--- config.mk ---
export PLATFORM = sky130hd
export DESIGN_NAME = stim_resp_sequencer
export DESIGN_NICKNAME = d
export VERILOG_FILES = /design/src/rtl/stim_seq_pkg.sv /design/src/rtl/misr_accum.sv /design/src/rtl/stim_resp_sequencer.sv
export SDC_FILE = /design/constraint.sdc
export NUM_CORES = 1
export LEC_CHECK = 0
export ABC_AREA = 0
export CAP_MARGIN = 20
export CORE_ASPECT_RATIO = 1.2
export CORE_MARGIN = 4
export CORE_UTILIZATION = 30
export CTS_CLUSTER_DIAMETER = 50
export DETAILED_ROUTE_END_ITERATION = 8
export GPL_ROUTABILITY_DRIVEN = 0
export PLACE_DENSITY = 0.56
export SYNTH_ARGS = -nofsm -noshare
export SYNTH_HDL_FRONTEND = slang
export SYNTH_SLANG_ARGS = --single-unit
--- constraint.sdc ---
create_clock -name clk -period 5.35 [get_ports clk]
set_input_delay 1.07 -clock clk [delete_from_list [all_inputs] [get_ports clk]]
set_output_delay 1.07 -clock clk [all_outputs]
set_load 0.02 [all_outputs]
--- src/rtl/stim_seq_pkg.sv ---
// Shared types and constants for the stimulus/response sequencer.
// Holds the FSM state encoding and the fixed LFSR/MISR feedback tap masks.
package stim_seq_pkg;

    typedef enum logic [2:0] {
        ST_IDLE  = 3'd0,
        ST_LOAD  = 3'd1,
        ST_RUN   = 3'd2,
        ST_DRAIN = 3'd3,
        ST_DONE  = 3'd4
    } seq_state_e;

    // Feedback taps for a 50-bit stimulus LFSR: bits 49, 48, 23, 22
    localparam logic [49:0] LFSR_TAPS = 50'h3_0000_00C0_0000;

    // Feedback taps for a 30-bit response MISR: bits 29, 5, 3, 0
    localparam logic [29:0] MISR_TAPS = 30'h2000_0029;

    localparam int MAX_RESP_LAT = 7;

endpackage

--- src/rtl/misr_accum.sv ---
// Multiple-input signature register: shifts left with XOR feedback from TAPS
// and folds din into the state on every enabled edge; clr wins over en.
module misr_accum
    import stim_seq_pkg::*;
#(
    parameter int             W    = 30,
    parameter logic [W-1:0]   TAPS = {W{1'b0}}
) (
    input  logic         clk,
    input  logic         rst_n,
    input  logic         clr,
    input  logic         en,
    input  logic [W-1:0] din,
    output logic [W-1:0] sig
);

    logic [W-1:0] sig_r;
    logic         fb_s;

    assign fb_s = ^(sig_r & TAPS);
    assign sig  = sig_r;

    // Signature state: cleared by reset or clr, otherwise folds din when en
    always_ff @(posedge clk or negedge rst_n) begin
        if (!rst_n) begin
            sig_r <= {W{1'b0}};
        end else if (clr) begin
            sig_r <= {W{1'b0}};
        end else if (en) begin
            sig_r <= {sig_r[W-2:0], fb_s} ^ din;
        end else begin
            sig_r <= sig_r;
        end
    end

endmodule

--- src/rtl/stim_resp_sequencer.sv ---
// LFSR stimulus source plus MISR response compactor for a combinational DUT.
// Optional STIM_SIG_CMP_EN adds a golden-signature compare (golden_sig, pass).
module stim_resp_sequencer
    import stim_seq_pkg::*;
#(
    parameter int IN_W     = 50,
    parameter int OUT_W    = 30,
    parameter int NUM_VEC  = 256,
    parameter int RESP_LAT = 0
) (
    input  logic                             clk,
    input  logic                             rst_n,
    input  logic                             start,
    input  logic [IN_W-1:0]                  seed,
    output logic [IN_W-1:0]                  stim_o,
    output logic                             stim_valid,
    input  logic [OUT_W-1:0]                 resp_i,
    output logic                             busy,
    output logic                             done,
    output logic [$clog2(NUM_VEC+1)-1:0]     vec_count,
    output logic [OUT_W-1:0]                 signature
`ifdef STIM_SIG_CMP_EN
    ,
    input  logic [OUT_W-1:0]                 golden_sig,
    output logic                             pass
`endif
);

    localparam int               CW         = $clog2(NUM_VEC + 1);
    localparam int               DW         = $clog2(MAX_RESP_LAT + 1);
    localparam logic [CW-1:0]    VEC_LAST   = CW'(NUM_VEC - 1);
    localparam logic [CW-1:0]    VEC_MAX    = CW'(NUM_VEC);
    localparam logic [DW-1:0]    DRAIN_INIT = DW'(RESP_LAT - 1);
    localparam logic [IN_W-1:0]  LFSR_ONE   = {{(IN_W-1){1'b0}}, 1'b1};
    localparam logic [IN_W-1:0]  L_TAPS     = IN_W'(LFSR_TAPS);
    localparam logic [OUT_W-1:0] M_TAPS     = OUT_W'(MISR_TAPS);

    seq_state_e        state_r;
    logic [IN_W-1:0]   lfsr_r;
    logic              stim_valid_r;
    logic              busy_r;
    logic              done_r;
    logic [CW-1:0]     vec_count_r;
    logic [DW-1:0]     drain_cnt_r;
    logic              lfsr_fb_s;
    logic              resp_valid_s;
    logic              misr_clr_s;
    logic [OUT_W-1:0]  misr_sig_s;

    assign lfsr_fb_s  = ^(lfsr_r & L_TAPS);
    assign misr_clr_s = (state_r == ST_LOAD);

    assign stim_o     = lfsr_r;
    assign stim_valid = stim_valid_r;
    assign busy       = busy_r;
    assign done       = done_r;
    assign vec_count  = vec_count_r;
    assign signature  = misr_sig_s;

    // Sequencer FSM with LFSR, vector counter, drain timer and status flags
    always_ff @(posedge clk or negedge rst_n) begin
        if (!rst_n) begin
            state_r      <= ST_IDLE;
            lfsr_r       <= {IN_W{1'b0}};
            stim_valid_r <= 1'b0;
            busy_r       <= 1'b0;
            done_r       <= 1'b0;
            vec_count_r  <= {CW{1'b0}};
            drain_cnt_r  <= {DW{1'b0}};
        end else begin
            case (state_r)
                ST_IDLE, ST_DONE: begin
                    if (start) begin
                        state_r <= ST_LOAD;
                        busy_r  <= 1'b1;
                        done_r  <= 1'b0;
                    end
                end
                ST_LOAD: begin
                    // An all-zero LFSR would never leave zero, so substitute 1
                    lfsr_r       <= (seed == {IN_W{1'b0}}) ? LFSR_ONE : seed;
                    vec_count_r  <= {CW{1'b0}};
                    stim_valid_r <= 1'b1;
                    state_r      <= ST_RUN;
                end
                ST_RUN: begin
                    lfsr_r <= {lfsr_r[IN_W-2:0], lfsr_fb_s};
                    if (vec_count_r != VEC_MAX) begin
                        vec_count_r <= vec_count_r + CW'(1);
                    end
                    if (vec_count_r == VEC_LAST) begin
                        stim_valid_r <= 1'b0;
                        if (RESP_LAT > 0) begin
                            state_r     <= ST_DRAIN;
                            drain_cnt_r <= DRAIN_INIT;
                        end else begin
                            state_r <= ST_DONE;
                            busy_r  <= 1'b0;
                            done_r  <= 1'b1;
                        end
                    end
                end
                ST_DRAIN: begin
                    if (drain_cnt_r == {DW{1'b0}}) begin
                        state_r <= ST_DONE;
                        busy_r  <= 1'b0;
                        done_r  <= 1'b1;
                    end else begin
                        drain_cnt_r <= drain_cnt_r - DW'(1);
                    end
                end
                default: begin
                    state_r      <= ST_IDLE;
                    stim_valid_r <= 1'b0;
                    busy_r       <= 1'b0;
                    done_r       <= 1'b0;
                end
            endcase
        end
    end

    generate
        if (RESP_LAT == 0) begin : g_no_lat
            assign resp_valid_s = stim_valid_r;
        end else begin : g_lat
            logic [RESP_LAT-1:0] vpipe_r;

            // Delay line aligning stimulus valid with the returning response
            always_ff @(posedge clk or negedge rst_n) begin
                if (!rst_n) begin
                    vpipe_r <= {RESP_LAT{1'b0}};
                end else begin
                    vpipe_r <= (vpipe_r << 1) | RESP_LAT'(stim_valid_r);
                end
            end

            assign resp_valid_s = vpipe_r[RESP_LAT-1];
        end
    endgenerate

    misr_accum #(
        .W    (OUT_W),
        .TAPS (M_TAPS)
    ) u_misr (
        .clk   (clk),
        .rst_n (rst_n),
        .clr   (misr_clr_s),
        .en    (resp_valid_s),
        .din   (resp_i),
        .sig   (misr_sig_s)
    );

`ifdef STIM_SIG_CMP_EN
    logic             pass_r;
    logic             enter_done_s;
    logic [OUT_W-1:0] misr_next_s;

    // The last response is folded on the same edge that enters DONE, so the
    // compare looks at the MISR value that edge will produce.
    always_comb begin
        enter_done_s = 1'b0;
        misr_next_s  = misr_sig_s;
        if (((state_r == ST_RUN) && (vec_count_r == VEC_LAST) && (RESP_LAT == 0)) ||
            ((state_r == ST_DRAIN) && (drain_cnt_r == {DW{1'b0}}))) begin
            enter_done_s = 1'b1;
        end else begin
            enter_done_s = 1'b0;
        end
        if (resp_valid_s) begin
            misr_next_s = {misr_sig_s[OUT_W-2:0], ^(misr_sig_s & M_TAPS)} ^ resp_i;
        end else begin
            misr_next_s = misr_sig_s;
        end
    end

    // Golden-signature verdict, cleared at the start of every run
    always_ff @(posedge clk or negedge rst_n) begin
        if (!rst_n) begin
            pass_r <= 1'b0;
        end else if (state_r == ST_LOAD) begin
            pass_r <= 1'b0;
        end else if (enter_done_s) begin
            pass_r <= (misr_next_s == golden_sig);
        end else begin
            pass_r <= pass_r;
        end
    end

    assign pass = pass_r;
`endif

endmodule

==> results of run 1 <==
-- power by group --
group / internal, mW / total, mW / switching, mW
Sequential: 1.09 / 1.46 / 0.372
Combinational: 1.06 / 2.23 / 1.17
Clock: 0.407 / 0.677 / 0.270
-- final timing paths --
check / from / endpoint / slack (ns)
setup / recovery: stim_valid / stim_valid / 2.17
hold / removal: stim_o[32] / stim_o[32] / 0.50
setup reg to reg: state_r[0] / stim_o[0] / 3.12
hold reg to reg: stim_o[32] / stim_o[32] / 0.50
max in group asynchronous: rst_n / stim_valid / 3.47
min in group asynchronous: rst_n / stim_o[8] / 0.75
-- layer usage --
layer / vias up / track usage, % / share of wire (%)
li1: 1972 / - / -
met1: 2003 / 21.3 / 46
met2: 150 / 23.7 / 45
met3: 14 / 4.87 / 8.1
met4: 0 / 5.97 / 1.7
met5: - / 0 / 0
-- cells in the mapped netlist, types with 4 or more instances --
library cell / number / area (µm²)
nand3_1: 4 / 20.0
nor2_1: 40 / 150
nand2_1: 106 / 398
nor4_1: 14 / 87.6
xnor2_1: 36 / 315
clkbuf_1: 23 / 86.3
a22oi_1: 47 / 353
o21ai_0: 5 / 25.0
ha_1: 5 / 62.6
a211oi_1: 29 / 218
dfrtp_1: 98 / 2450
a21oi_1: 9 / 45.0
inv_1: 11 / 41.3
nand4_1: 4 / 25.0
-- registers in the layout, indices dropped and copies added, names as in the netlist --
signal	flops
busy	1
done	1
drain_cnt_r	3
state_r	3
stim_o	50
stim_valid	1
u_misr.sig	30
vec_count	9
-- cells by family after synthesis --
logic type	after synthesis	synth area share, %
flip-flops	98	53.7
AO/OA/AOI/OAI	104	16.4
adder cells (fa/ha/maj)	5	1.37
XOR/XNOR	39	7.48
buffers and inverters	40	3.37
AND/OR/NAND/NOR	181	17.0
multiplexers	3	0.685
-- layout by cell type, fill, tap and decap left out, types with 2 or more instances in the layout --
cell type        synthesis  routed
a21o_1                   2       2
mux2i_1                  2       2
o21ai_0                  5       5
nand4_1                  4       4
o32ai_1                  2       2
a211oi_1                29      29
clkbuf_1                23       3
nor2_1                  40      39
nor4_1                  14      14
or3_1                    2       2
clkbuf_16                0       9
nand3_1                  4       4
inv_1                   11      11
dfrtp_1                 98      97
o31ai_1                  2       2
nor3_1                   3       3
xor2_1                   3       3
buf_4                    0       4
clkdlybuf4s50_1          0     173
nand2_1                106     106
a22oi_1                 47      47
ha_1                     5       5
xnor2_1                 36      36
a21oi_1                  9       9
bufinv_16                0       2
-- cell type report --
class,count,area (µm²),area share [%]
inverters,11,41.3,0.605
multi-input cells,332,1980,29.0
clock inverters,3,65.1,0.954
well taps,204,255,3.74
repair buffers,178,1790,26.2
flip-flops and latches,98,2450,36.0
clock buffers,12,236,3.47
-- metrics by stage --
stage               setup WS (ns)  instances
floorplan                    3.33        470
global placement             2.55        822
detailed placement           2.54        822
CTS                          2.15        837
global route                 2.04        838
finish                       2.17        838
==> results.md, run 1 <==
* Number of synthesized flops with an enable pin at 0
* Final Util at approximately 46%
* Post_cts resized at 0
* Critical Path End Type: output port
* Row count at 49
* Hold Crit Depth at 2
* ANT nets after route at 0
* Die W at 121 µm
* Tot GR Track Use at 15.8%
* Worst min path class: register to register
* First-pass GRT wire length at between 20 and 25 mm
* Mapped cell area at 4570 µm²
* H-tree levels at 3
* Unrepaired setup endpoints after global routing: no
* DIE AREA at 17300 µm²
* Top Ports at 175
* Buf/Inv on CP at 1
* Layout cell share with drive strength beyond 1 at about 3.8%
* Crit-path leading delay family: flip-flops
* Max frequency at 314 MHz
* Power Density at 640 nW/µm²
* Total power at 4.37 mW
* Worst Tran Pin Value at 0.984 ns
* # clock sinks at 98
* Seq cells post-synth at 98
* Final Hold Vio Count at 0
* Synth warnings at 0
* Placed Area at about 6500 µm²
* Via count at a little over 4000
* Synthesized net count at 558
* Max VDD drop at 0.000257 V
* Post-CTS Setup Bufs at 0
* Hold slack at approximately 0.50 ns
* Initial DRC Count at about 250
* DRT Wirelength at between 10 and 15 mm
* DRT Pass-1 Iters at 6
* DR DRC count at 0
* Crit path required time at 4.28 ns
* Setup CP Type: register to output port
* Final min period at 3.18 ns
* Final Max Tran Viols at 0
* Final nets at 718
* Chip Height at around 140 µm
* Initial core utilization at around 30%
* Vias in the first global route at between 4000 and 5000
* Worst path arrival time at 2.11 ns
* Synth unique cells at 39
* Rel. slew slack at between 30 and 40%
* Port bufs at 174
* Crit. path cell count at 1
* Area grow syn2layout at 49.3%
* Hold_buf cts at 0
* Pin count of the biggest net entering global routing at 87
* Leak at 2.85 nW
* Setup tns final at 0 ns
* CTS Buffer Depth at 2
* Core area at 15000 µm²
* WL/cell at 16.2 µm
* Startpoint type of the worst setup path: register
* Part of the cycle the worst path needs at 59.5%
* Initial antenna violation count at 0
* Top_reg_cell synth: dfrtp_1
* Ant. Diodes at 0
* Outcome: complete, no violations
* TritonCTS buffer count at 9
* Sequence of cells on the critical path: clkdlybuf4s50_1
* Clock slew seen by the registers of the worst setup and hold paths at 0.06 ns
* Post-DP HPWL at 9.39 mm
* Final Cell Area at 6820 µm²
* Number of fill cells in the layout at 1456
* Endpoints failing setup at 0
* Largest stage delay on the critical path at 1.01 ns
* Async SR Flop Fraction at 100%
* Clock latency at the later pin of the worst-skew pair at 0.34 ns
* CTS tree: yes
* Slowest cell on crit path: dfrtp_2
* Sequential area share after synthesis at 53.7%
* Root Driver: clkbuf_16
* Mapped Cells at 470
* Vias per cell at between 4 and 5
* Layout Skew at 0.00453 ns
* CP max FO at 61
* Maxcap violations at 0
* R2R depth at 5
* Mean Syn Cell Area at between 9 and 10 µm²
* GR Overflow Total at 0
Power figures use the tool's default switching activity.
==> run 2, diff against run 1 <==
--- a/config.mk
+++ b/config.mk
@@ -13,7 +13,7 @@
 export CTS_CLUSTER_DIAMETER = 50
 export DETAILED_ROUTE_END_ITERATION = 8
 export GPL_ROUTABILITY_DRIVEN = 0
-export PLACE_DENSITY = 0.56
+export PLACE_DENSITY = 0.59
 export SYNTH_ARGS = -nofsm -noshare
 export SYNTH_HDL_FRONTEND = slang
 export SYNTH_SLANG_ARGS = --single-unit
==> constraint.sdc (replaced) <==
create_clock -name clk -period 2.9 [get_ports clk]
set_input_delay 0.58 -clock clk [delete_from_list [all_inputs] [get_ports clk]]
set_output_delay 0.58 -clock clk [all_outputs]
set_load 0.02 [all_outputs]
==> run 2 against run 1 <==
Net effect: global-route usage is 0.27 points lower; utilization shrank 0.16 points; sequential power is 80% higher; wire length is essentially flat; worst setup slack worse by 1.4 ns; flip-flop and latch count is the same; first-iteration DRC count fell by 18%.
==> results.md, run 2 (same netlist as run 1, synthesis figures left out) <==
* Layout Skew at 0.00633 ns
* Via count at 4182
* Area grow syn2layout at 48.8%
* Leak at 2.84 nW
* Hold slack at between 0.2 and 0.3 ns
* Layout cell share with drive strength beyond 1 at 4.86%
* Number of fill cells in the layout at 1504
* Top Ports at around 180
* Rel. slew slack at 52.4%
* Power Density at 1160 nW/µm²
* Sequence of cells on the critical path: ha_1 -> nand3_1 -> nor2_1 -> ha_1 -> mux2_2 -> o32ai_1 -> nor3_1 -> or2_2
* Initial DRC Count at 208
* Initial core utilization at 30.5%
* Final min period at 2.13 ns
* Non-filler cells, final at 842
* ANT nets after route at 0
* Most frequent cells in the layout: 173 x clkdlybuf4s50_1, 106 x nand2_1, 97 x dfrtp_1
* Initial antenna violation count at 0
* Critical Path End Type: register
* Maxcap violations at 0
* Placed insts at 827
* First-pass GRT wire length at 21.7 mm
* H-tree levels at 3
* Setup tns final at 0 ns
* CTS tree: yes
* Startpoint type of the worst setup path: register
* Vias per cell at between 4 and 5
* Final nets at 722
* Core area at 15000 µm²
* Max FFs per register at 50
* Hold_buf cts at 0
* Chip Height at about 140 µm
* DR DRC count at 0
* Root Driver: clkbuf_16
* Tot GR Track Use at 15.5%
* Worst min path class: primary input to asynchronous set/reset pin
* Final Util at 45.4%
* Post-DP HPWL at 9.72 mm
* Die W at 121 µm
* Vias in the first global route at between 4000 and 5000
* Crit path required time at 3.12 ns
* Total power at 7.89 mW
* Clock latency at the later pin of the worst-skew pair at between 0.3 and 0.4 ns
* Post_cts resized at 0
* Endpoints failing setup at 0
* Pin count of the biggest net entering global routing at 60
* Row count at 49
* Post-CTS Setup Bufs at 0
* Slowest cell on crit path: dfrtp_1
* Most frequent CP cell: ha_1
* DIE AREA at 17300 µm²
* Max VDD drop at around 0.00046 V
* DRT Wirelength at roughly 14 mm
* Worst Tran Pin Value at 0.713 ns
* Final Hold Vio Count at 0
* Clock slew seen by the registers of the worst setup and hold paths at 0.06 ns
* GR Overflow Total at 0
* Largest stage delay on the critical path at about 0.45 ns
* # clock sinks at between 90 and 100
* WL/cell at 16.1 µm
* TritonCTS buffer count at 9
* CTS Buffer Depth at 2
* CP max FO at 6
* Worst path arrival time at 2.35 ns
* Ant. Diodes at 0
* Outcome: complete, no violations
* DRT Pass-1 Iters at 4
* Port bufs at roughly 170
* Commonest non-fill, non-tap cell in the layout: clkdlybuf4s50_1
* Setup CP Type: register to register
* Unrepaired setup endpoints after global routing: no
* Max frequency at 469 MHz
* Final Max Tran Viols at 0
* Part of the cycle the worst path needs at 73.4%
-- run 2: changes by cell type in the layout (fill, tap and decap cells not counted) --
cell / change
clkbuf_1: -3
clkinvlp_4: +2
buf_4: +5
buf_16: -1
bufinv_16: -2
clkinv_2: +1
inv_6: +2
-- run 2: report_power, final --
group / total (mW) / switching (mW) / internal (mW)
logic: 4.16 / 2.23 / 1.92
registers: 2.63 / 0.617 / 2.01
clock network: 1.10 / 0.525 / 0.580
total: 7.89 / 3.38 / 4.51
-- run 2: path summary, 6_finish.rpt --
check                              from             end  slack [ns]  cells after the start
min reg2reg                        done            done        0.51                      1
min                               rst_n   u_misr.sig[1]        0.29                      1
max                        vec_count[0]      state_r[0]        0.77                      8
min in group clk                   done            done        0.51                      1
max in group asynchronous         rst_n  u_misr.sig[16]        1.85                      2
max reg2reg                vec_count[0]      state_r[0]        0.77                      8
-- run 2: worst max-delay path, delay by kind of cell (launching register included) --
family | cells | cell delay (ns)
multiplexers | 1 | 0.27
flip-flops | 1 | 0.45
adder cells (fa/ha/maj) | 2 | 0.48
AO/OA/AOI/OAI | 1 | 0.28
AND/OR/NAND/NOR | 4 | 0.52
-- run 2: metrics by stage --
step,instance area (µm²),worst slack (ns)
CTS,6800,0.777
detailed placement,6530,0.593
global route,6800,0.649
finish,6800,0.770
floorplan,4570,0.880
global placement,6530,0.653
-- run 2: routing by layer --
layer / up-vias / global-route usage, % / wire length (µm)
met3: 18 / 5.07 / 1200
li1: 1976 / - / -
met4: 0 / 5.37 / 219
met2: 173 / 24.8 / 6180
met1: 2015 / 19.8 / 5960
met5: - / 0 / 0
-- run 2: cell type report --
cell class              instances  area [µm²]  share of cell area (%)
inverters                      11        41.3                   0.608
multi-input cells             332        1980                    29.1
well taps                     204         255                    3.76
flip-flops and latches         98        2450                    36.1
clock inverters                 6        42.5                   0.626
clock buffers                   9         225                    3.31
repair buffers                182        1800                    26.5
==> run 3, diff against run 2 <==
--- a/config.mk
+++ b/config.mk
@@ -13,7 +13,7 @@
 export CTS_CLUSTER_DIAMETER = 50
 export DETAILED_ROUTE_END_ITERATION = 8
 export GPL_ROUTABILITY_DRIVEN = 0
-export PLACE_DENSITY = 0.59
+export PLACE_DENSITY = 0.56
 export SYNTH_ARGS = -nofsm -noshare
 export SYNTH_HDL_FRONTEND = slang
 export SYNTH_SLANG_ARGS = --single-unit
==> constraint.sdc (replaced) <==
create_clock -name clk -period 2.2 [get_ports clk]
set_input_delay 0.44 -clock clk [delete_from_list [all_inputs] [get_ports clk]]
set_output_delay 0.44 -clock clk [all_outputs]
set_load 0.02 [all_outputs]
==> run 3 against run 2 <==
Net effect: sequential power is 30% higher; flip-flop and latch count stayed put; clock-buffer cell count is 2 higher; via count is 1.4% lower; power is 36% higher; largest cell class unchanged; final area is 2.1% higher; utilization is 0.95 points higher.
==> results.md, run 3 (same netlist as run 1, synthesis figures left out) <==
* Buf/Inv on CP at 0
* DRT Wirelength at ~14 mm
* Switching power at around 4.5 mW
* Die W at 121 µm
* CP max FO at 6
* H-tree levels at 3
* Max frequency at 503 MHz
* Core area at 15000 µm²
* Placed Area at 6600 µm²
* Met2 Use GR at about a quarter
* Layout Skew at 0.00773 ns
* Layout cell share with drive strength beyond 1 at 5.73%
* Switching share of power at 41.8%
* DR DRC count at 0
* CTS tree: yes
* DIE AREA at 17300 µm²
* Final nets at 729
* Pin count of the biggest net entering global routing at 60
* Final min period at 1.99 ns
* TritonCTS buffer count at 9
* Row count at 49
* Met1 usage at 20.9%
* Unrepaired setup endpoints after global routing: no
* Port bufs at 174
* Setup CP Type: register to register
* Clock power share at between 15 and 20%
* Vias per cell at 4.85
* Most frequent CP cell: ha_1
* Commonest non-fill, non-tap cell in the layout: clkdlybuf4s50_1
* Initial antenna violation count at 0
* Via count at around 4000
* WL/cell at 16.2 µm
* Rel. slew slack at 56.4%
* Seq pwr share at 31.8%
* DRT Pass-1 Iters at 4
* GRT busiest layer: met2
* Area grow syn2layout at 51.9%
* Vias in the first global route at 4227
* CTS Buffer Depth at 2
* Crit-path leading delay family: simple AND/OR/NAND/NOR gates
* Final Hold Vio Count at 0
* GR Layer Usage met3 at around 4.8%
* Post-CTS Setup Bufs at 0
* Chip Height at about 140 µm
* Maxcap violations at 0
* ANT nets after route at 0
* Total power at 10.7 mW
* Max FFs per register at 50
* Top Ports at approximately 180
* Tot GR Track Use at 15.9%
* Initial core utilization at 30.5%
* Worst path arrival time at 2.21 ns
* GR Overflow Total at 0
* Clock slew seen by the registers of the worst setup and hold paths at 0.07 ns
* Critical Path End Type: register
* Leak at just under 3 nW
* First-pass GRT wire length at roughly 22 mm
* Initial DRC Count at about 160
* Most frequent cells in the layout: 173 x clkdlybuf4s50_1, 106 x nand2_1, 97 x dfrtp_1
* Final Cell Area at 6940 µm²
* # clock sinks at 98
* Final Max Tran Viols at 0
* Startpoint type of the worst setup path: register
* Pint at 6.24 mW
* Endpoints failing setup at 0
* Sequence of cells on the critical path: ha_1 -> nand3_1 -> nor2_1 -> ha_1 -> mux2_2 -> o32ai_1 -> nor3_1 -> or2_2
* Placed insts at 832
* Post-DP HPWL at 9.91 mm
* Non-filler cells, final at 850
* Max VDD drop at 0.000791 V
* Clock latency at the later pin of the worst-skew pair at 0.35 ns
* Part of the cycle the worst path needs at 90.3%
* Worst Tran Pin Value at 0.645 ns
* Root Driver: clkbuf_16
* Power Density at between 1500 and 2000 nW/µm²
* Ant. Diodes at 0
* Slowest cell on crit path: dfrtp_1
* Comb pwr share at 53.0%
* Worst min path class: register to register
* Setup tns final at 0 ns
* Outcome: complete, no violations
* Largest stage delay on the critical path at 0.43 ns
* Final Util at 46.4%
* Crit path required time at 2.43 ns
-- run 3: changes by cell type in the layout (fill, tap and decap cells not counted), sizes merged --
cell         change
bufinv           +1
inv              -1
clkinv           +1
dlygate4sd3      +1
buf              +6
clkinvlp         -2
clkbuf           +2
-- run 3: metrics by stage --
| step | setup WS [ns] | hold slack [ns] |
|---|---|---|
| after floorplan | 0.180 | 0.144 |
| after global placement | 0.188 | 0.341 |
| after detailed placement | 0.0718 | 0.342 |
| after CTS | 0.216 | 0.509 |
| after global routing | 0.0661 | 0.535 |
| final | 0.214 | 0.511 |
-- run 3: path summary, 6_finish.rpt --
kind | start | endpoint | slack (ns) | cells after the start
worst max-delay path | vec_count[0] | state_r[0] | 0.21 | 8
worst min-delay path | stim_o[32] | stim_o[32] | 0.51 | 2
worst max register to register | vec_count[0] | state_r[0] | 0.21 | 8
worst min register to register | stim_o[32] | stim_o[32] | 0.51 | 2
max in group asynchronous | rst_n | stim_o[25] | 1.00 | 3
min in group asynchronous | rst_n | stim_o[8] | 0.56 | 2
-- run 3: power groups by stage --
stage,Sequential (mW),Combinational [mW],Clock (mW)
floorplan,4.24,2.28,0
global placement,3.42,5.61,0
detailed placement,3.44,5.66,0
finish,3.41,5.69,1.62
global route,3.55,6.19,1.73
CTS,3.42,5.70,1.67
-- run 3: cell type report --
type	count	area, µm²
repair buffers	189	1900
well taps	204	255
clock inverters	5	61.3
fillers	1497	8020
clock buffers	11	243
inverters	11	41.3
flip-flops and latches	98	2450
multi-input cells	332	1980
-- run 3: routing by layer --
metal	vias up	wire (µm)	share of wire, %
li1	1994	-	-
met1	1955	6290	46
met2	157	6160	45
met3	17	1100	8.0
met4	0	252	1.8
met5	-	0	0
-- run 3: repair_timing --
item,CTS,global route
gates resized for setup,0,0
hold endpoints to repair,17,0
hold buffers,1,0
-- run 3: worst min-delay path: cells and delay by family (launching register included) --
kind             cells  cell delay, ns
flip-flops           1            0.37
AND/OR/NAND/NOR      2            0.11
